### src/rtl/fifo_pkg.sv
// Shared constants and helpers for the FIFO pointer/flag controller.
package fifo_pkg;

    // Default address width; the FIFO holds 2**ADDR_W entries.
    localparam int DEF_ADDR_W = 3;

    // Number of entries for a given address width.
    function automatic int depth_of(input int addr_w);
        return 2 ** addr_w;
    endfunction

    // Fill level needs one extra bit so that DEPTH itself is representable.
    function automatic int level_w(input int addr_w);
        return addr_w + 1;
    endfunction

    // Registered status flags, kept together so they update as one unit.
    typedef struct packed {
        logic full;
        logic empty;
        logic almost_full;
        logic almost_empty;
    } flags_t;

endpackage : fifo_pkg

### src/rtl/counter.sv
// K-bit enable counter; wraps modulo 2**K naturally.
module counter #(
    parameter int K = 3
) (
    input  logic         clk,
    input  logic         rst,
    input  logic         i_en,
    output logic [K-1:0] o_count
);

    localparam logic [K-1:0] ONE = K'(1);

    logic [K-1:0] r_count;

    // Advance by one on each enabled cycle; async reset to zero.
    always_ff @(posedge clk or posedge rst) begin
        if (rst) begin
            r_count <= '0;
        end else if (i_en) begin
            // NOTE: state registers use <= so every flop samples pre-edge values.
            r_count <= r_count + ONE;
        end
    end

    assign o_count = r_count;

endmodule : counter

### src/rtl/fifo_ctrl.sv
// Pointer, level, flag and sticky-error controller for a synchronous FIFO
// built around an external dual-port RAM with a 1-cycle read.
module fifo_ctrl
    import fifo_pkg::*;
#(
    parameter int ADDR_W    = DEF_ADDR_W,
    parameter int AFULL_TH  = 6,
    parameter int AEMPTY_TH = 1
) (
    input  logic              clk,
    input  logic              rst,
    input  logic              wr_req,
    input  logic              rd_req,
    input  logic              clr_err,
    output logic              wr_en,
    output logic              rd_en,
    output logic [ADDR_W-1:0] wr_addr,
    output logic [ADDR_W-1:0] rd_addr,
    output logic              rd_valid,
    output logic [ADDR_W:0]   level,
    output logic              full,
    output logic              empty,
    output logic              almost_full,
    output logic              almost_empty,
    output logic              overflow,
    output logic              underflow
);

    localparam int LVL_W = level_w(ADDR_W);
    localparam int DEPTH = depth_of(ADDR_W);

    localparam logic [LVL_W-1:0] ONE_L    = LVL_W'(1);
    localparam logic [LVL_W-1:0] DEPTH_L  = LVL_W'(DEPTH);
    localparam logic [LVL_W-1:0] AFULL_L  = LVL_W'(AFULL_TH);
    localparam logic [LVL_W-1:0] AEMPTY_L = LVL_W'(AEMPTY_TH);

    logic [LVL_W-1:0] r_level;
    logic [LVL_W-1:0] w_level_nxt;
    flags_t           r_flags;
    flags_t           w_flags_nxt;
    logic             r_rd_valid;
    logic             r_overflow;
    logic             r_underflow;
    logic             w_wr_en;
    logic             w_rd_en;
    logic             w_ovf_evt;
    logic             w_unf_evt;

    // Accept decisions use the flags registered before this edge.
    assign w_wr_en   = wr_req & ~r_flags.full;
    assign w_rd_en   = rd_req & ~r_flags.empty;
    assign w_ovf_evt = wr_req & r_flags.full;
    assign w_unf_evt = rd_req & r_flags.empty;

    counter #(.K(ADDR_W)) u_wr_ptr (
        .clk     (clk),
        .rst     (rst),
        .i_en    (w_wr_en),
        .o_count (wr_addr)
    );

    counter #(.K(ADDR_W)) u_rd_ptr (
        .clk     (clk),
        .rst     (rst),
        .i_en    (w_rd_en),
        .o_count (rd_addr)
    );

    // Next fill level and the flags derived from it.
    always_comb begin
        // NOTE: assign every always_comb output first so no path infers a latch.
        w_level_nxt = r_level;
        case ({w_wr_en, w_rd_en})
            2'b10:   w_level_nxt = r_level + ONE_L;
            2'b01:   w_level_nxt = r_level - ONE_L;
            default: w_level_nxt = r_level;
        endcase
        w_flags_nxt.full         = (w_level_nxt == DEPTH_L);
        w_flags_nxt.empty        = (w_level_nxt == '0);
        w_flags_nxt.almost_full  = (w_level_nxt >= AFULL_L);
        w_flags_nxt.almost_empty = (w_level_nxt <= AEMPTY_L);
    end

    // Level, flags and read-valid pipeline register.
    always_ff @(posedge clk or posedge rst) begin
        if (rst) begin
            r_level                <= '0;
            r_flags.full           <= 1'b0;
            r_flags.empty          <= 1'b1;
            r_flags.almost_full    <= 1'b0;
            r_flags.almost_empty   <= 1'b1;
            r_rd_valid             <= 1'b0;
        end else begin
            r_level    <= w_level_nxt;
            r_flags    <= w_flags_nxt;
            r_rd_valid <= w_rd_en;
        end
    end

    // Sticky errors: a new event outranks a coincident clear.
    always_ff @(posedge clk or posedge rst) begin
        if (rst) begin
            r_overflow  <= 1'b0;
            r_underflow <= 1'b0;
        end else begin
            if (w_ovf_evt)    r_overflow <= 1'b1;
            else if (clr_err) r_overflow <= 1'b0;
            if (w_unf_evt)    r_underflow <= 1'b1;
            else if (clr_err) r_underflow <= 1'b0;
        end
    end

    assign wr_en        = w_wr_en;
    assign rd_en        = w_rd_en;
    assign rd_valid     = r_rd_valid;
    assign level        = r_level;
    assign full         = r_flags.full;
    assign empty        = r_flags.empty;
    assign almost_full  = r_flags.almost_full;
    assign almost_empty = r_flags.almost_empty;
    assign overflow     = r_overflow;
    assign underflow    = r_underflow;

endmodule : fifo_ctrl

### config.mk
export PLATFORM = sky130hd
export DESIGN_NAME = fifo_ctrl
export DESIGN_NICKNAME = d
export VERILOG_FILES = /design/src/rtl/fifo_pkg.sv /design/src/rtl/counter.sv /design/src/rtl/fifo_ctrl.sv
export SDC_FILE = /design/constraint.sdc
export NUM_CORES = 1
export LEC_CHECK = 0
export BUFFER_PORTS_ARGS = -buffer_cell sky130_fd_sc_hd__buf_4
export CAP_MARGIN = 20
export CORE_ASPECT_RATIO = 0.9
export CORE_UTILIZATION = 45
export DETAILED_ROUTE_END_ITERATION = 8
export PLACE_DENSITY = 0.77
export SYNTH_ARGS = -nofsm -noshare
export SYNTH_HDL_FRONTEND = slang
export SYNTH_HIERARCHICAL = 1
export SYNTH_SLANG_ARGS = --single-unit
export TNS_END_PERCENT = 20
### constraint.sdc
create_clock -name clk -period 2.5 [get_ports clk]
set_clock_uncertainty 0.2 [all_clocks]
set_input_delay 0.25 -clock clk [delete_from_list [all_inputs] [get_ports clk]]
set_output_delay 0.25 -clock clk [all_outputs]
set_load 0.005 [all_outputs]
==> results.toml, run 1 <==
[detailed_routing]
vias = 575
ant_nets = 0
drt-wirelength-per-cell_um = 11.8
initialDrtViolationCount = 14
remaining_drc_errors = 0
totalWireLength_um = 1410
viasPerCell = 4.79
drt_pass1_iterations = 4

[clocking]
clock_tree_from_tritoncts = "done"
cts_htree_levels = 1
clockRootBuffer = "clkbuf_4"
postCtsResizedCells = 0
cts-buffers-inserted = 3
clock_slew_at_the_register_clock_pins_of_the_worst_setup_and_hold_paths_ns = 0.10
cts.path.max_buffers = 2
clock_sink_count = 17
cts_setup_buffers = 0
clock_latency_ns = 0.29
cts_hold_repair.buffers = 4

[timing]
setup_repair_after_global_routing_missed_its_margin = "false"
layout_min_cycle_time_ns = 2.35
worst_slack_ns = 0.149
hold_slack_ns = 0.179
actual_slew_at_the_worst_max_slew_pin_ns = 0.419
post-route-period-util_pct = 94.0
max_freq_ghz = 0.425
timing_hold_violations_final = 0
setup_tns_ns = 0
relSlewSlack_pct = 72.0
final-max-slew-violation-count = 0
report.final.setup_viol = 0

[layout]
flow.area_growth_from_synthesis_pct = 34.6
fin_nets = 106
num_antenna_cells = 0
finalInstanceArea_um2 = 1080
ratio_of_cells_with_drive_above_1_in_the_final_layout_pct = 43.8

[pwr]
ir_drop_mv = 0.772
p_leak_nw = 0.521
areal_power_density_over_the_cells_nw_per_um2 = 1230

[place]
dpl_worst_slack_ns = 0.179
dp_hpwl_um = 1090
gp_congestion = 0.746
dpl-instance-area_um2 = 1010
quantity_of_i_o_buffers_inserted_on_ports = 23

[yosys]
netlist-cell-type-count = 27
largest_area_contributor_in_the_netlist = "dfrtp_1"
mappedNetlistArea_um2 = 802
synth_fa_ha_area_share_pct = 6.24
synth_seq_area_share_pct = 53.4
synth-compound-area-share_pct = 6.40
netlist_instances = 64
yosys-mux-area-fraction_pct = 5.15
synth_top_family_by_area = "simple AND/OR/NAND/NOR gates"
syn-num-nets = 73
synth_simple_gate_area_share_pct = 14.5
synth-seq-cells = 17
synth_top_area_share_pct = 46.8
synth-warning-count = 6
syn_area_per_cell_um2 = 12.5
netlist_top_cells_area = "dfrtp_1, dfstp_2, ha_1"
post_synth_xor_area_fraction_pct = 10.6

[grt]
number_of_global_route_vias_before_repair = 553
antenna_found_initial = 0
grt_start_max_net_pins = 12
globalRouteOverflowTotal = 0
grt_pass1_wl_um = 2300
global_route.usage.total_pct = 16.8

[worst_setup_path]
worstPathArrival_ns = 2.35
crit_path_max_fanout = 5
cp-startpoint = "wr_req"
kind_of_capture_point_of_the_worst_setup_path = "flop"
crit_path_start_kind = "input port"
setup.worst_path.class = "in2reg"
reg2reg_from = "empty"
critical_path_required_ns = 2.50

[die]
floorplan.core_area_um2 = 1660
ioPinCount = 24
fp.dieH_um = 42.1
floorplan.initialDensity_pct = 48.2
placement_rows = 14
die-width_um = 46.5
floorplan.die_area_um2 = 1960

[min_path]
hold_path.class = "in2async"

[run]
max_cap_viol_count = 0

[run_status]
outcome = "finished clean"
[final timing paths]
kind / slack, ns / end / cells after the start
max in group asynchronous: 1.46 / empty / 3
min in group clk: 0.21 / rd_valid / 4
setup reg to reg: 0.18 / full / 8
hold / removal: 0.18 / u_rd_ptr/o_count[1] / 3
setup / recovery: 0.15 / empty / 11
hold reg to reg: 0.28 / u_rd_ptr/o_count[2] / 1
[layout by cell type, fill, tap and decap left out, types with 2 or more instances in the layout]
cell type and count:
xor2_1 2, mux2_4 2, o21ai_0 2, buf_4 24, nor4b_2 2, ha_1 4, xnor2_1 4, dfrtp_1 15
nor3_1 2, xor2_2 2, clkbuf_4 3, nand2_1 5, dlygate4sd3_1 4, dfstp_2 2, inv_2 2, inv_1 6
[layer usage]
metal	routed length [µm]	vias up	track usage (%)
met5	0	-	0
met4	23	0	7.06
met3	78	5	3.88
met2	695	23	28.1
met1	614	269	20.0
li1	-	278	-
[cell type report]
type,count,area (µm²)
clock buffer,3,22.5
timing repair buffer,28,220
inverter,8,30.0
multi-input combinational,39,344
tap,24,30.0
clock inverter,1,5.00
sequential,17,428
fill,134,584
[worst max-delay path, cell delays in order]
cell           delay (ns)
dlygate4sd3_1        0.54
buf_4                0.14
nand2b_2             0.12
nand2_1              0.09
xnor2_1              0.13
ha_1                 0.19
a21oi_1              0.16
a21boi_1             0.22
nor3_2               0.08
xor2_2               0.18
nor4_1               0.26
[state kept, by name (all words and copies together) (netlist names)]
name	count
almost_empty	1
almost_full	1
empty	1
full	1
level	4
overflow	1
rd_valid	1
u_rd_ptr/o_count	3
u_wr_ptr/o_count	3
underflow	1
[synth_stat cells, drive strengths merged]
master	instances
nand2b	2
and4b	1
o22ai	1
nor4b	3
mux2	3
a31oi	1
nor4	1
dfstp	2
a21o	1
o21ai	2
ha	4
xnor2	4
nand2	5
a21oi	2
dfrtp	15
inv	8
a21boi	1
nor3	3
and2b	1
xor2	4
[logic make-up (layout without fill, tap and decap cells)]
| logic type | after synthesis | in the layout |
|---|---|---|
| and+or+nand+nor | 16 | 16 |
| muxes | 3 | 3 |
| DFF | 17 | 17 |
| xor gates and xnor gates | 8 | 8 |
| buffers and inverters | 8 | 40 |
| AOI/OAI and AO/OA | 8 | 8 |
| adders and majority gates | 4 | 4 |
[report_power, final]
| group | switching [mW] | leakage, nW | internal (mW) |
|---|---|---|---|
| Clock | 0.0861 | 0.0177 | 0.0596 |
| Sequential | 0.119 | 0.202 | 0.405 |
| Combinational | 0.283 | 0.302 | 0.377 |
| Total | 0.488 | 0.521 | 0.842 |
[through the flow]
stage / instances / total power, mW / utilization (%)
6_report: 120 / 1.33 / 64.9
5_1_grt: 120 / 1.44 / 64.9
4_1_cts: 120 / 1.35 / 64.9
3_5_place_dp: 112 / 1.19 / 60.8
3_3_place_gp: 112 / 1.16 / 60.8
2_1_floorplan: 64 / 0.909 / -
No activity file was read; power rests on OpenSTA's default activity.
==> run 2, diff against run 1 <==
- RECOVER_POWER: not set -> 50
==> run 2 against run 1 <==
Net effect:
- non-clock buffer count is the same
- final cell count stayed put
- core utilization decreased by 0.68 points
- critical path depth did not move
- sequential share of layout area is 0.42 points higher
- final area decreased by 1.0%
- via count up 0.17%
- power is 0.68% lower
==> results.toml, run 2 (synthesis gave the netlist of run 1 again) <==
[pwr]
net_switching_power_figure_mw = 0.486
p_leak_nw = 0.508
areal_power_density_over_the_cells_nw_per_um2 = 1240
power.share.sequential_pct = 39.6
ir_drop_mv = 0.725
sw_frac_of_total_pct = 36.8
total_power_mw = 1.32
power_frac_clock_pct = 10.9
cell_internal_pwr_mw = 0.835
combPwrFrac_pct = 49.5

[clocking]
clockRootBuffer = "clkbuf_4"
clock_latency_ns = 0.29
clock_slew_at_the_register_clock_pins_of_the_worst_setup_and_hold_paths_ns = 0.09
clock_tree_from_tritoncts = "done"
postCtsResizedCells = 0
clock_sink_count = 17
cts_htree_levels = 1
cts.path.max_buffers = 2
cts-buffers-inserted = 3

[grt]
number_of_global_route_vias_before_repair = 553
grt_start_max_net_pins = 12
antenna_found_initial = 0
globalRouteOverflowTotal = 0
global_route.usage.total_pct = 16.8
grt_pass1_wl_um = 2300

[timing]
timing_hold_violations_final = 0
post-route-period-util_pct = 93.9
report.final.setup_viol = 0
actual_slew_at_the_worst_max_slew_pin_ns = 0.413
setup_tns_ns = 0
setup_repair_after_global_routing_missed_its_margin = "false"
final-max-slew-violation-count = 0
max_freq_ghz = 0.426
layout_min_cycle_time_ns = 2.35
relSlewSlack_pct = 72.5
hold_slack_ns = 0.164

[worst_setup_path]
critical_path_required_ns = 2.50
kind_of_capture_point_of_the_worst_setup_path = "flop"
crit_path_start_kind = "input port"
cp_slowest_stage_delay_ns = 0.54
worstPathArrival_ns = 2.34
setup.worst_path.class = "in2reg"
crit_path_max_fanout = 5
cp_slowest_cell = "dlygate4sd3_1"
timing.critical_path.cells = "dlygate4sd3_1 -> clkbuf_1 -> nand2b_2 -> nand2_1 -> xnor2_1 -> ha_1 -> a21oi_1 -> a21boi_1 -> nor3_2 -> xor2_2 -> nor4_1"
cp_top_family = "buffers and inverters"
cp.buffers_inverters = 2

[die]
ioPinCount = 24
floorplan.initialDensity_pct = 48.2
die-width_um = 46.5
floorplan.die_area_um2 = 1960
floorplan.core_area_um2 = 1660
placement_rows = 14
fp.dieH_um = 42.1

[detailed_routing]
drt-wirelength-per-cell_um = 11.6
drt_pass1_iterations = 4
initialDrtViolationCount = 12
ant_nets = 0
remaining_drc_errors = 0
viasPerCell = 4.80
vias = 576
totalWireLength_um = 1390

[place]
place.detailed.instances = 112
quantity_of_i_o_buffers_inserted_on_ports = 23
gp_congestion = 0.746
dp_hpwl_um = 1090

[layout]
multi_input_comb_area_um2 = 344
fin_nets = 106
ratio_of_cells_with_drive_above_1_in_the_final_layout_pct = 40.6
seq_area_um2 = 428
finalCoreUtilization_pct = 64.2
layout.cells.non_filler = 120
largest_register_ff_count = 4
commonest_non_fill_non_tap_cells_in_the_layout = "dfrtp_1, buf_4, clkbuf_4"
flow.area_growth_from_synthesis_pct = 33.2
fill_cells = 140
num_antenna_cells = 0

[run]
max_cap_viol_count = 0

[min_path]
hold_path.class = "in2async"

[run_status]
outcome = "finished clean"
-- run 2: cell types whose count changed in the layout (fill, tap and decap cells not counted) --
cell / change
clkbuf_4: +6
clkbuf_1: +3
buf_4: -9
-- run 2: tightest hold or removal path, delay by kind of cell --
kind / cells / cell delay, ns
buf+inv: 3 / 0.76
-- run 2: path summary, 6_finish.rpt --
path | slack [ns] | to | from | cells past startpoint
setup / recovery | 0.15 | empty | wr_req | 11
hold / removal | 0.16 | u_wr_ptr/o_count[1] | rst | 3
setup reg to reg | 0.18 | full | empty | 8
hold reg to reg | 0.27 | u_rd_ptr/o_count[2] | u_rd_ptr/o_count[2] | 1
max in group asynchronous | 1.48 | almost_empty | rst | 3
min in group clk | 0.21 | rd_valid | rd_req | 4
-- run 2: through the flow --
stage	setup slack (ns)	cell area [µm²]
3_5_place_dp	0.179	1010
4_1_cts	0.150	1080
5_1_grt	0.0162	1070
3_3_place_gp	0.232	1010
2_1_floorplan	0.331	802
6_report	0.154	1070
-- run 2: routing by layer --
| metal | track usage [%] | vias to the layer above | wire length (µm) |
|---|---|---|---|
| met4 | 7.06 | 0 | 23 |
| met5 | 0 | - | 0 |
| met2 | 28.1 | 23 | 680 |
| met3 | 3.88 | 5 | 72 |
| met1 | 20.0 | 270 | 613 |
| li1 | - | 278 | - |
-- run 2: cell type report --
| type | count | area share [%] |
|---|---|---|
| multi-input cells | 39 | 32.2 |
| inverters | 8 | 2.81 |
| clock inverters | 1 | 0.468 |
| well taps | 24 | 2.81 |
| clock buffers | 3 | 2.11 |
| repair buffers | 28 | 19.6 |
| flip-flops and latches | 17 | 40.0 |
-- run 2: power groups by stage --
stage	logic (mW)	registers, mW	clock network [mW]
finish	0.654	0.523	0.143
global route	0.729	0.542	0.163
CTS	0.672	0.524	0.150
detailed placement	0.663	0.529	0
global placement	0.642	0.523	0
floorplan	0.386	0.523	0
-- run 2: timing repair --
| action | in CTS | in global routing |
|---|---|---|
| hold endpoints to repair | 17 | 0 |
| buffers inserted | 0 | 0 |
| hold buffers | 4 | 0 |
==> run 3, diff against run 2 <==
- ABC_AREA: not set -> 1
- PLACE_DENSITY: 0.77 -> 0.76
==> run 3 against run 2 <==
Net effect:
- clock power about the same
- core utilization rose by 0.94 points
- count of clock-buffer cells in the layout is 1 higher
- non-clock buffer count fell by 1
- die area grew 7.9%
- worst hold slack worse by 0.11 ns
- area after synthesis rose by 8.3%
- first-iteration DRC count is 25% lower
- synthesized cell count grew 64%
- power is 5.7% higher
- fmax grew 6.7%
- final area increased by 5.7%
==> results.toml, run 3 <==
[layout]
layout_commonest_cell = "nand2_1"
flow.area_growth_from_synthesis_pct = 30.1
fill_cells = 149
fin_nets = 146
num_antenna_cells = 0
largest_register_ff_count = 4
ratio_of_cells_with_drive_above_1_in_the_final_layout_pct = 26.5
commonest_non_fill_non_tap_cells_in_the_layout = "nand2_1, inv_1, buf_4"

[yosys]
synth_top_area_share_pct = 43.2
mappedNetlistArea_um2 = 868
netlist-cell-type-count = 18
netlist_instances = 105
synth_top_flop_cell = "dfrtp_1"
synth_seq_area_share_pct = 49.3
syn_area_per_cell_um2 = 8.27
synth-warning-count = 6
synth-seq-cells = 17
netlist_top_cells_area = "dfrtp_1, nand2_1, inv_1"
largest_area_contributor_in_the_netlist = "dfrtp_1"
synth_async_sr_flop_share_pct = 100
synth_most_common_cell = "nand2_1"
yosys-top-cells-count = "nand2_1, inv_1, dfrtp_1"
syn-num-nets = 114
synth_edf_count = 0

[detailed_routing]
viasPerCell = 4.48
vias = 717
remaining_drc_errors = 0
drt_pass1_iterations = 6
totalWireLength_um = 1730
drt-wirelength-per-cell_um = 10.8
ant_nets = 0
initialDrtViolationCount = 9

[worst_setup_path]
crit_path_start_kind = "input port"
reg2reg_from = "empty"
r2r.worst_path.cells = 11
critical_path_required_ns = 2.53
cp-startpoint = "wr_req"
crit_path_max_fanout = 5
setup.worst_path.class = "in2reg"
kind_of_capture_point_of_the_worst_setup_path = "flop"
rr_endpoint = "almost_empty"
worstPathArrival_ns = 2.22
critPathCapture = "almost_empty"
reg2reg_slack_ns = 0.36

[pwr]
p_leak_nw = 0.618
cell_internal_pwr_mw = 0.814
net_switching_power_figure_mw = 0.582
power.share.sequential_pct = 36.4
ir_drop_mv = 0.762
power_frac_clock_pct = 10.2
areal_power_density_over_the_cells_nw_per_um2 = 1240
combPwrFrac_pct = 53.4
total_power_mw = 1.40
sw_frac_of_total_pct = 41.7

[clocking]
cts_htree_levels = 1
clock_latency_ns = 0.29
clock_tree_from_tritoncts = "done"
cts.path.max_buffers = 2
clock_sink_count = 17
cts-buffers-inserted = 3
cts_setup_buffers = 0
clockRootBuffer = "clkbuf_4"
clock_slew_at_the_register_clock_pins_of_the_worst_setup_and_hold_paths_ns = 0.09

[place]
gp_congestion = 0.810
dpl_worst_slack_ns = 0.399
dp_hpwl_um = 1380
quantity_of_i_o_buffers_inserted_on_ports = 23

[grt]
globalRouteOverflowTotal = 0
global_route.usage.total_pct = 20.5
antenna_found_initial = 0
grt_start_max_net_pins = 12
grt_pass1_wl_um = 3190
number_of_global_route_vias_before_repair = 721

[timing]
timing_hold_violations_final = 0
setup_tns_ns = 0
worst_slack_ns = 0.301
post-route-period-util_pct = 88.0
setup_repair_after_global_routing_missed_its_margin = "false"
final-max-slew-violation-count = 0
relSlewSlack_pct = 72.4
report.final.setup_viol = 0
max_freq_ghz = 0.455
layout_min_cycle_time_ns = 2.20
actual_slew_at_the_worst_max_slew_pin_ns = 0.409
hold_slack_ns = 0.0547

[die]
floorplan.die_area_um2 = 2110
placement_rows = 14
floorplan.core_area_um2 = 1730
ioPinCount = 24
fp.dieH_um = 43.7
die-width_um = 48.3
floorplan.initialDensity_pct = 50.1

[run_status]
outcome = "finished clean"

[min_path]
hold_path.class = "in2reg"

[run]
max_cap_viol_count = 0
-- run 3: cell types whose count changed after synthesis, moves of 3 or more --
| cell | previous run | this run |
|---|---|---|
| o21ai_0 | 2 | 5 |
| nor2_1 | 0 | 6 |
| inv_1 | 6 | 20 |
| nand2_2 | 0 | 6 |
| nand3_1 | 0 | 10 |
| nand2_1 | 5 | 25 |
-- run 3: timing repair --
action                                  4_1_cts  5_1_grt
endpoints found under the hold margin        17        0
gates resized for setup                       0        0
endpoints found under the setup margin        0        0
hold buffers                                  4        0
-- run 3: routing by layer --
layer,GRT usage [%],vias up,wire length (µm)
li1,-,380,-
met1,25.9,316,783
met4,7.06,0,17
met2,34.6,17,850
met5,0,-,0
met3,5.61,4,76
-- run 3: worst min-delay path by stage --
stage          depth (start not counted)  slack, ns                  end    from
2_1_floorplan                          1      -0.20  u_rd_ptr/o_count[0]     rst
3_3_place_gp                           2      -0.06  u_rd_ptr/o_count[2]     rst
3_5_place_dp                           2      -0.05  u_rd_ptr/o_count[2]     rst
4_1_cts                                3       0.04             rd_valid  rd_req
5_1_grt                                3       0.04             rd_valid  rd_req
6_report                               3       0.05             rd_valid  rd_req
-- run 3: cell type report --
type	count	area, µm²	share of cell area [%]
flip-flops and latches	17	428	37.9
repair buffers	27	205	18.2
well taps	24	30.0	2.66
clock buffers	4	26.3	2.33
inverters	22	82.6	7.31
multi-input cells	66	358	31.7
-- run 3: logic make-up after synthesis --
group                      count (synthesis)  synth area share (%)
and+or+nand+nor                           51                  27.4
buffers and inverters                     22                  9.51
DFF                                       17                  49.3
AOI/OAI and AO/OA                          7                  4.03
xor gates and xnor gates                   4                  4.04
adders and majority gates                  4                  5.76
-- run 3: power by group through the flow --
| stage | combinational, mW | sequential (mW) | clock, mW |
|---|---|---|---|
| after floorplan | 0.449 | 0.507 | 0 |
| final | 0.746 | 0.508 | 0.142 |
| after CTS | 0.759 | 0.510 | 0.149 |
| after global routing | 0.862 | 0.527 | 0.164 |
| after global placement | 0.724 | 0.506 | 0 |
| after detailed placement | 0.747 | 0.515 | 0 |
-- run 3: critical path, cell delays in order --
cell           delay [ns]
dlygate4sd3_1        0.54
buf_4                0.14
nand2_2              0.11
nand3_1              0.13
nand2_1              0.12
inv_1                0.05
ha_1                 0.17
a21oi_1              0.16
nand2_1              0.09
nand3_2              0.09
nand2_2              0.06
or2_0                0.20
nor2_1               0.12
-- run 3: per-stage QoR --
step	instances	utilization, %	cell area, µm²
2_1_floorplan	105	-	868
3_3_place_gp	152	61.8	1070
3_5_place_dp	152	61.8	1070
4_1_cts	160	65.6	1140
5_1_grt	160	65.2	1130
6_report	160	65.2	1130
